[src/rtl/timer_counter_pkg.sv]
// rtl/timer_counter_pkg.sv - shared types and constants for the down-counting timer
`timescale 1ns/1ps
package tc_pkg;

  typedef enum logic [1:0] {
    IDLE = 2'd0,
    LOAD = 2'd1,
    CNT  = 2'd2,
    INT  = 2'd3
  } tc_state_e;

  localparam logic [1:0] OFF_CTRL   = 2'd0;
  localparam logic [1:0] OFF_PRESET = 2'd1;
  localparam logic [1:0] OFF_COUNT  = 2'd2;

  localparam int EN_BIT   = 0;
  localparam int MODE_LSB = 1;
  localparam int IM_BIT   = 3;

  localparam logic [1:0] MODE_ONESHOT = 2'b00;
  localparam logic [1:0] MODE_RELOAD  = 2'b01;

endpackage

[src/rtl/timer_counter.sv]
// rtl/timer_counter.sv - memory-mapped down-counting timer with CTRL/PRESET/COUNT registers
// and a registered, maskable interrupt request.
`timescale 1ns/1ps
module timer_counter
  import tc_pkg::*;
#(
  parameter int                DATA_W     = 32,
  parameter logic [DATA_W-1:0] PRESET_RST = '0
) (
  input  logic              clk,
  input  logic              rst_n,
  input  logic [31:0]       addr,
  input  logic              we,
  input  logic [DATA_W-1:0] din,
  output logic [DATA_W-1:0] dout,
  output logic              irq
);

  tc_state_e         state_q, state_d;
  logic [3:0]        ctrl_q, ctrl_d;
  logic [DATA_W-1:0] preset_q, preset_d;
  logic [DATA_W-1:0] count_q, count_d;
  logic              irq_flag_q, irq_flag_d;
  logic              irq_q, irq_d;

  logic [1:0] sel;
  logic       wr_ctrl;
  logic       wr_preset;
  logic       hw_en_clr;
  logic [1:0] mode;
  logic       unused_addr_bits;

  assign sel              = addr[3:2];
  assign wr_ctrl          = we && (sel == OFF_CTRL);
  assign wr_preset        = we && (sel == OFF_PRESET);
  assign mode             = ctrl_q[MODE_LSB+1:MODE_LSB];
  assign unused_addr_bits = ^{addr[31:4], addr[1:0]};

  always_comb begin
    state_d    = state_q;
    ctrl_d     = ctrl_q;
    preset_d   = preset_q;
    count_d    = count_q;
    irq_flag_d = irq_flag_q;
    hw_en_clr  = 1'b0;

    case (state_q)
      IDLE: begin
        if (ctrl_q[EN_BIT]) state_d = LOAD;
      end
      LOAD: begin
        count_d = preset_q;
        state_d = CNT;
      end
      CNT: begin
        if (!ctrl_q[EN_BIT]) begin
          state_d = IDLE;
        end else if (count_q > DATA_W'(1)) begin
          count_d = count_q - DATA_W'(1);
        end else begin
          // Zero preset lands here too, so the count never underflows.
          count_d    = '0;
          irq_flag_d = 1'b1;
          state_d    = INT;
        end
      end
      INT: begin
        if (mode == MODE_RELOAD) begin
          irq_flag_d = 1'b0;
          state_d    = LOAD;
        end else begin
          hw_en_clr = 1'b1;
          state_d   = IDLE;
        end
      end
      default: state_d = IDLE;
    endcase

    if (hw_en_clr) ctrl_d[EN_BIT] = 1'b0;

    // A software CTRL write overrides the hardware EN clear and always drops the flag.
    if (wr_ctrl) begin
      ctrl_d     = din[3:0];
      irq_flag_d = 1'b0;
    end

    if (wr_preset) preset_d = din;

    irq_d = irq_flag_d & ctrl_d[IM_BIT];
  end

  always_ff @(posedge clk or negedge rst_n) begin
    if (!rst_n) begin
      state_q    <= IDLE;
      ctrl_q     <= '0;
      preset_q   <= PRESET_RST;
      count_q    <= '0;
      irq_flag_q <= 1'b0;
      irq_q      <= 1'b0;
    end else begin
      state_q    <= state_d;
      ctrl_q     <= ctrl_d;
      preset_q   <= preset_d;
      count_q    <= count_d;
      irq_flag_q <= irq_flag_d;
      irq_q      <= irq_d;
    end
  end

  always_comb begin
    dout = '0;
    case (sel)
      OFF_CTRL:   dout = {{(DATA_W-4){1'b0}}, ctrl_q};
      OFF_PRESET: dout = preset_q;
      OFF_COUNT:  dout = count_q;
      default:    dout = '0;
    endcase
  end

  assign irq = irq_q;

endmodule

[config.mk]
export PLATFORM = sky130hd
export DESIGN_NAME = timer_counter
export DESIGN_NICKNAME = d
export VERILOG_FILES = /design/src/rtl/timer_counter_pkg.sv /design/src/rtl/timer_counter.sv
export SDC_FILE = /design/constraint.sdc
export NUM_CORES = 1
export LEC_CHECK = 0
export CAP_MARGIN = 5
export CORE_UTILIZATION = 33
export DETAILED_ROUTE_END_ITERATION = 6
export GPL_ROUTABILITY_DRIVEN = 0
export PLACE_DENSITY_LB_ADDON = 0.05
export RECOVER_POWER = 50
export SLEW_MARGIN = 0
export SYNTH_ARGS = -nofsm -noshare
export SYNTH_HDL_FRONTEND = slang
export SYNTH_SLANG_ARGS = --single-unit
[constraint.sdc]
create_clock -name clk -period 4.6 [get_ports clk]
set_clock_uncertainty 0.2 [all_clocks]
set_input_delay 1.38 -clock clk [delete_from_list [all_inputs] [get_ports clk]]
set_output_delay 1.38 -clock clk [all_outputs]
set_load 0.01 [all_outputs]
==> results of run 1 <==
metrics by stage:
stage	util, %	area, um^2	hold slack, ps	setup WS (ps)
after global routing	43.36	5209	359.8	201.2
after CTS	43.11	5179	331.4	3.825
after detailed placement	41.01	4926	316.0	-80.60
after floorplan	-	4059	272.6	436.6
after global placement	41.01	4926	308.4	-76.64
final	43.36	5209	329.8	311.6
power by group:
part / switching, mW / internal, mW
sequential: 0.299 / 0.843
clock: 0.250 / 0.373
combinational: 0.580 / 0.511
total: 1.13 / 1.73
routing by layer:
metal	track usage, %	wire (um)
met4	3.947	112
met5	0	0
met1	26.00	5270
met3	4.928	639
met2	32.59	5537
cell type report:
| class | count | area share (%) |
|---|---|---|
| multi-input cells | 286 | 40.31 |
| flip-flops and latches | 72 | 34.59 |
| repair buffers | 90 | 15.95 |
| clock buffers | 13 | 4.804 |
| well taps | 147 | 3.531 |
| inverters | 10 | 0.7206 |
| clock inverters | 1 | 0.09608 |
cell usage in the layout, fill, tap and decap left out, drive strengths merged, types with 13 or more instances in the layout:
cell / n
nand2: 28
a21oi: 15
buf: 16
or4: 13
clkdlybuf4s50: 47
nor2: 13
dlygate4sd2: 18
clkbuf: 19
dfrtp: 72
a22o: 31
o21ai: 21
mux2: 35
worst paths after layout:
path / from / end / slack (ps) / cells after the start
worst max-delay path: addr[2] / dout[22] / 310 / 6
worst max register to register: count_q[0]$_DFFE_PN0P_ / count_q[28]$_DFFE_PN0P_ / 1280 / 7
worst min register to register: preset_q[7]$_DFFE_PN0P_ / count_q[7]$_DFFE_PN0P_ / 330 / 2
max in group asynchronous: rst_n / ctrl_q[3]$_DFF_PN0_ / 1250 / 3
worst min-delay path: preset_q[7]$_DFFE_PN0P_ / count_q[7]$_DFFE_PN0P_ / 330 / 2
min in group asynchronous: rst_n / count_q[16]$_DFFE_PN0P_ / 1200 / 1
what timing repair did:
action / in CTS / in global routing
buffers inserted: 0 / 5
setup endpoints to repair: 32 / 14
resized for setup: 23 / 5
pin swaps: 0 / 0
kinds of logic after synthesis:
| logic type | after synthesis |
|---|---|
| flops | 72 |
| compound gates | 121 |
| simple gates | 124 |
| buf+inv | 42 |
| fa+ha+maj | 2 |
| mux | 39 |
flip-flops by register name, summed over array words and instances (netlist names):
signal,cells
preset_q,32
ctrl_q,4
state_q,2
irq,1
irq_flag_q,1
count_q,32
worst register-to-register path, stage by stage, from the launching register on:
cell and delay (ps):
dfrtp_1 450, inv_1 130, ha_1 310, nor3b_1 470, nand3_1 420, or3_1 580, or4_1 500, o211ai_1 160
==> metrics.csv, run 1 <==
stage,metric,value,unit
global_route,grt_start_max_net_pins,32,
timing,fin_tns_setup,0,ps
floorplan,io_pins,100,
floorplan,rows,40,
worst_setup_path,crit_arrival,2710,ps
yosys,ys_seq_elements,72,
run,max_cap_violations,1,
yosys,synth-simple-area-share,17.60,%
route,drt-pass1-iter-count,4,
yosys,syn_nets,469,
worst_setup_path,worstSetupPathType,input port to output port,
global_route,antenna_found_initial,0,
route,wl_per_cell,18.68,um
timing,rsz0062_at_grt,no,
route,vias,3538,
yosys,synth_top_area_share,44.39,%
timing,worstMarginPinSlew,1501,ps
worst_setup_path,crit_chain,dlymetal6s2s_1 > buf_4 > nor2b_4 > buf_6 > a22o_1 > clkdlybuf4s50_1,
clock_tree,clockRootBuffer,clkbuf_16,
global_route,overflow,0,
yosys,synth_top_area_cell,dfrtp_1,
yosys,synthTopCellsByArea,"dfrtp_1 44%, mux2_2 9.7%, a22o_1 6.7%",
worst_setup_path,cp_max_fo,13,
clock_tree,cts_tree,yes,
yosys,synth_area,0.004059,mm^2
finish,finalNonFillerCells,619,
finish,syn_to_final_growth,28.33,%
floorplan,die_h,112.9,um
clock_tree,cts_hold_buffers,0,
timing,relSlewSlack,-0.04019,%
yosys,yosys.cell_count.top_type,dfrtp_1,
clock_tree,cts.sinks,72,
yosys,syn_inst,400,
yosys,synth_common_cells,"72 x dfrtp_1, 35 x mux2_2, 31 x a22o_1, 28 x nand2_1, 23 x clkbuf_1",
worst_setup_path,cp_top_family,buffers and inverters,
yosys,synth_top_family_by_area,compound AO/OA/AOI/OAI gates,
placed_design,dp_cells,600,
timing,clock.fmax,0.2332,GHz
placed_design,dp_hpwl,8081,um
pwr,p_leak,2.136,nW
worst_setup_path,critPathSlowestCell,clkdlybuf4s50_1,
floorplan,core,0.01201,mm^2
yosys,async_flop_share,100.0,%
worst_setup_path,cp-end-kind,output port,
global_route,grt_pass1_vias,3554,
finish,layout.nets,538,
clock_tree,cts.path.max_buffers,2,
clock_tree,clk_latency,330,ps
floorplan,die-area,0.01275,mm^2
worst_setup_path,cp-start-kind,input port,
yosys,synth_edf_count,0,
yosys,ys.flop_type,dfrtp_1,
finish,num_antenna_cells,0,
route,viasPerCell,5.716,
clock_tree,h-tree-depth,3,
yosys,synth_xor_area_share,0,%
yosys,synthMuxAreaShare,10.70,%
timing,period_needed,4288,ps
finish,nFillCells,1208,
route,drt_wl_total,11560,um
status,violations,"capacitance limit, slew limit",
timing,finalHoldViolations,0,
timing,drv_slew,27,
worst_setup_path,critPathBufInv,4,
pwr,powerDensity,548.3,mW/mm^2
route,ant_nets,0,
yosys,synth_cell_types,53,
timing,min_period_over_period,93.23,%
yosys,seq_area_frac_synth,44.39,%
clock_tree,clk_pin_slew_worst_paths,60,ps
worst_setup_path,cp.required,3020,ps
global_route,grt_pass1_wl,19320,um
route,drt_iter0_markers,157,
pwr,ir_drop,0.2602,mV
min_path,hp-class,flip-flop to flip-flop,
pwr,power.total,2.856,mW
yosys,yosys.area_share.adder,0.6165,%
finish,multi_input_area,0.002100,mm^2
yosys,avgSynthCellArea,10.15,um^2
yosys,ys.warnings.count,0,
floorplan,fp.dieW,112.9,um
finish,drive_gt1_share,15.47,%
timing,setup_viol,0,
global_route,grtUsageTotal,19.62,%
placed_design,io_buffers,69,
finish,seq_area,0.001802,mm^2
route,drc,0,
yosys,synth-compound-area-share,22.53,%
clock_tree,numCtsBuffers,9,
floorplan,start_util,33.79,%
status,outcome,finished with violations,
worst_setup_path,slowest_delay,530,ps
(Power assumes the default switching activity.)
==> run 2: changes to the inputs <==
--- a/config.mk
+++ b/config.mk
@@ -5,6 +5,7 @@
 export SDC_FILE = /design/constraint.sdc
 export NUM_CORES = 1
 export LEC_CHECK = 0
+export ABC_AREA = 1
 export CAP_MARGIN = 5
 export CORE_UTILIZATION = 33
 export DETAILED_ROUTE_END_ITERATION = 6
==> run 2 against run 1 <==
The flow still finishes with violations (capacitance limit, slew limit). Wire length grew 13%. Clock power increased by 30%. Synthesized cell count rose by 52%. Highest routed layer unchanged. Fmax fell by 5.8%.
==> metrics.csv, run 2 <==
stage,metric,value,unit,change
finish,layout.nets,747,,+39%
global_route,grt_start_max_net_pins,73,,+130%
global_route,overflow,0,,unchanged
min_path,hp-class,flip-flop to flip-flop,,
route,drt_iter0_markers,192,,+22%
floorplan,core,0.01324,mm^2,+10%
yosys,syn_inst,609,,+52%
global_route,grt_pass1_vias,3831,,+7.8%
placed_design,io_buffers,69,,unchanged
yosys,avgSynthCellArea,7.347,um^2,-28%
pwr,power.total,3.092,mW,+8.3%
worst_setup_path,cp.required,3020,ps,about the same
clock_tree,clk_pin_slew_worst_paths,60,ps,about the same
yosys,seq_area_frac_synth,40.27,%,-4.1 points
yosys,yosys.cell_count.top_type,nand2_1,,
clock_tree,cts_tree,yes,,
status,outcome,finished with violations,,
floorplan,fp.dieW,118.4,um,+4.9%
worst_setup_path,crit_arrival,2970,ps,+260 ps
finish,layout_common_cells,"145 x nand2_1, 81 x inv_1, 80 x nor2_1",,
pwr,p_leak,2.851,nW,+33%
status,violations,"capacitance limit, slew limit",,
timing,period_needed,4553,ps,+264.2 ps
clock_tree,numCtsBuffers,9,,unchanged
route,wl_met1,6320,um,+20%
pwr,powerDensity,542.0,mW/mm^2,-1.1%
route,wl_met2,5886,um,+6.3%
yosys,synth_common_cells,"145 x nand2_1, 81 x inv_1, 80 x nor2_1, 72 x dfrtp_1, 56 x o21ai_0",,
timing,finalHoldViolations,0,,unchanged
worst_setup_path,crit_chain,clkdlybuf4s50_1 > nand2_1 > buf_12 > o22ai_1 > clkdlybuf4s50_1,,
worst_setup_path,cp_top_family,buffers and inverters,,
yosys,synth_edf_count,0,,unchanged
global_route,antenna_found_initial,0,,unchanged
floorplan,io_pins,100,,unchanged
timing,setup_viol,0,,unchanged
worst_setup_path,path_common_cell,clkdlybuf4s50_1,,
pwr,ir_drop,0.2427,mV,-6.7%
global_route,grt_pass1_wl,20960,um,+8.5%
worst_setup_path,worstSetupPathType,input port to output port,,
finish,syn_to_final_growth,27.49,%,
yosys,ys.flop_type,dfrtp_1,,
timing,rsz0062_at_grt,yes,,
finish,num_antenna_cells,0,,unchanged
route,viasPerCell,4.821,,-16%
finish,nFillCells,1437,,+19%
worst_setup_path,cp-end-kind,output port,,
yosys,async_flop_share,100.0,%,unchanged
run,max_cap_violations,2,,+1
placed_design,dp_hpwl,9126,um,+13%
timing,worstMarginPinSlew,1937,ps,+435.9 ps
route,drt_wl_total,13100,um,+13%
yosys,ys_seq_elements,72,,unchanged
clock_tree,cts_hold_buffers,0,,unchanged
floorplan,start_util,33.79,%,about the same
finish,reg.largest.list,"count_q x32, preset_q x32, ctrl_q x4",,
finish,drive_gt1_share,11.86,%,-3.6 points
floorplan,rows,42,,+5.0%
yosys,synth_cell_types,32,,-40%
route,drt-pass1-iter-count,4,,unchanged
clock_tree,cts.sinks,72,,unchanged
timing,drv_slew,113,,+320%
timing,hold_slack,287.0,ps,-42.77 ps
yosys,synthTopCellsByArea,"dfrtp_1 40%, nand2_1 12%, inv_1 6.8%",,
route,topRoutingLayerUsed,met4,,
floorplan,die_h,118.4,um,+4.9%
worst_setup_path,slowest_delay,570,ps,+40 ps
placed_design,placed_area,0.005348,mm^2,+8.6%
floorplan,die-area,0.01403,mm^2,+10%
yosys,ys.warnings.count,0,,unchanged
clock_tree,clockRootBuffer,clkbuf_16,,
yosys,synth_area,0.004474,mm^2,+10%
yosys,syn_nets,678,,+45%
worst_setup_path,cp_max_fo,28,,+15
worst_setup_path,cp-start-kind,input port,,
route,vias,4141,,+17%
route,wl_per_cell,15.25,um,-18%
finish,design_area,0.005704,mm^2,+9.5%
route,dr_wl_met3,694,um,+8.6%
finish,final_common_cell,nand2_1,,
global_route,grtUsageTotal,19.84,%,+0.22 points
clock_tree,h-tree-depth,3,,unchanged
worst_setup_path,critPathSlowestCell,clkdlybuf4s50_1,,
timing,relSlewSlack,-29.10,%,-29 points
yosys,synth_top_area_cell,dfrtp_1,,
clock_tree,clk_latency,350,ps,+20 ps
finish,final_util,43.07,%,-0.29 points
timing,min_period_over_period,98.97,%,+5.7 points
timing,clock.fmax,0.2197,GHz,-5.8%
route,ant_nets,0,,unchanged
route,drc,0,,unchanged
clock_tree,cts.path.max_buffers,2,,unchanged
yosys,synth_top_area_share,40.27,%,-4.1 points
worst_setup_path,critPathBufInv,3,,-1
-- run 2: final cells by class --
class	count	area [um^2]	area share [%]
tap	176	220.2	3.860
clock inverter	6	107.6	1.886
timing repair buffer	77	787.0	13.80
multi-input combinational	435	2245	39.35
clock buffer	10	229.0	4.014
inverter	83	314.1	5.506
sequential	72	1802	31.59
-- run 2: repair_timing --
| action | 4_1_cts | 5_1_grt |
|---|---|---|
| buffers inserted | 0 | 0 |
| resized for setup | 18 | 17 |
| pin swaps | 0 | 0 |
| endpoints found under the setup margin | 16 | 17 |
-- run 2: power by group --
part | switching [mW] | internal (mW)
Combinational | 0.745 | 0.451
Sequential | 0.241 | 0.845
Clock | 0.282 | 0.528
Total | 1.27 | 1.82
-- run 2: metal layers --
layer,up-vias,global-route usage (%)
met2,90,30.33
met3,13,4.488
li1,2078,-
met1,1960,27.57
met4,0,6.725
met5,-,0
-- run 2: worst paths after layout --
path | cells after the start | slack (ps) | to | start
setup / recovery | 5 | 50 | dout[15] | addr[3]
hold / removal | 2 | 290 | ctrl_q[1]$_DFFE_PN0P_ | ctrl_q[1]$_DFFE_PN0P_
setup reg to reg | 7 | 990 | count_q[24]$_DFFE_PN0P_ | state_q[0]$_DFFE_PN0P_
hold reg to reg | 2 | 290 | ctrl_q[1]$_DFFE_PN0P_ | ctrl_q[1]$_DFFE_PN0P_
max in group asynchronous | 1 | 1680 | preset_q[21]$_DFFE_PN0P_ | rst_n
min in group asynchronous | 1 | 1350 | preset_q[6]$_DFFE_PN0P_ | rst_n
-- run 2: kinds of logic (layout without fill, tap and decap cells) --
family                   after synthesis  count (layout)  synth area share (%)
AND/OR/NAND/NOR                      292             292                 28.97
AO/OA/AOI/OAI                        109             109                 12.95
XOR/XNOR                               9               9                 1.762
adder cells (fa/ha/maj)                2               2                0.5592
flip-flops                            72              72                 40.27
multiplexers                          23              23                 5.789
buffers and inverters                102             176                 9.703
-- run 2: per-stage QoR --
stage,instances,setup slack [ps],setup TNS [ps]
after floorplan,609,947.2,0
after global placement,843,-114.6,-696.2
after detailed placement,843,-130.8,-855.1
after CTS,859,4.078,0
after global routing,859,-20.71,-20.71
final,859,47.42,0
-- run 2: worst register-to-register path, delay by kind of cell (launching register included) --
family	cells	cell delay, ps
simple gates	5	1290
compound gates	1	190
flops	1	420
buf+inv	1	1400
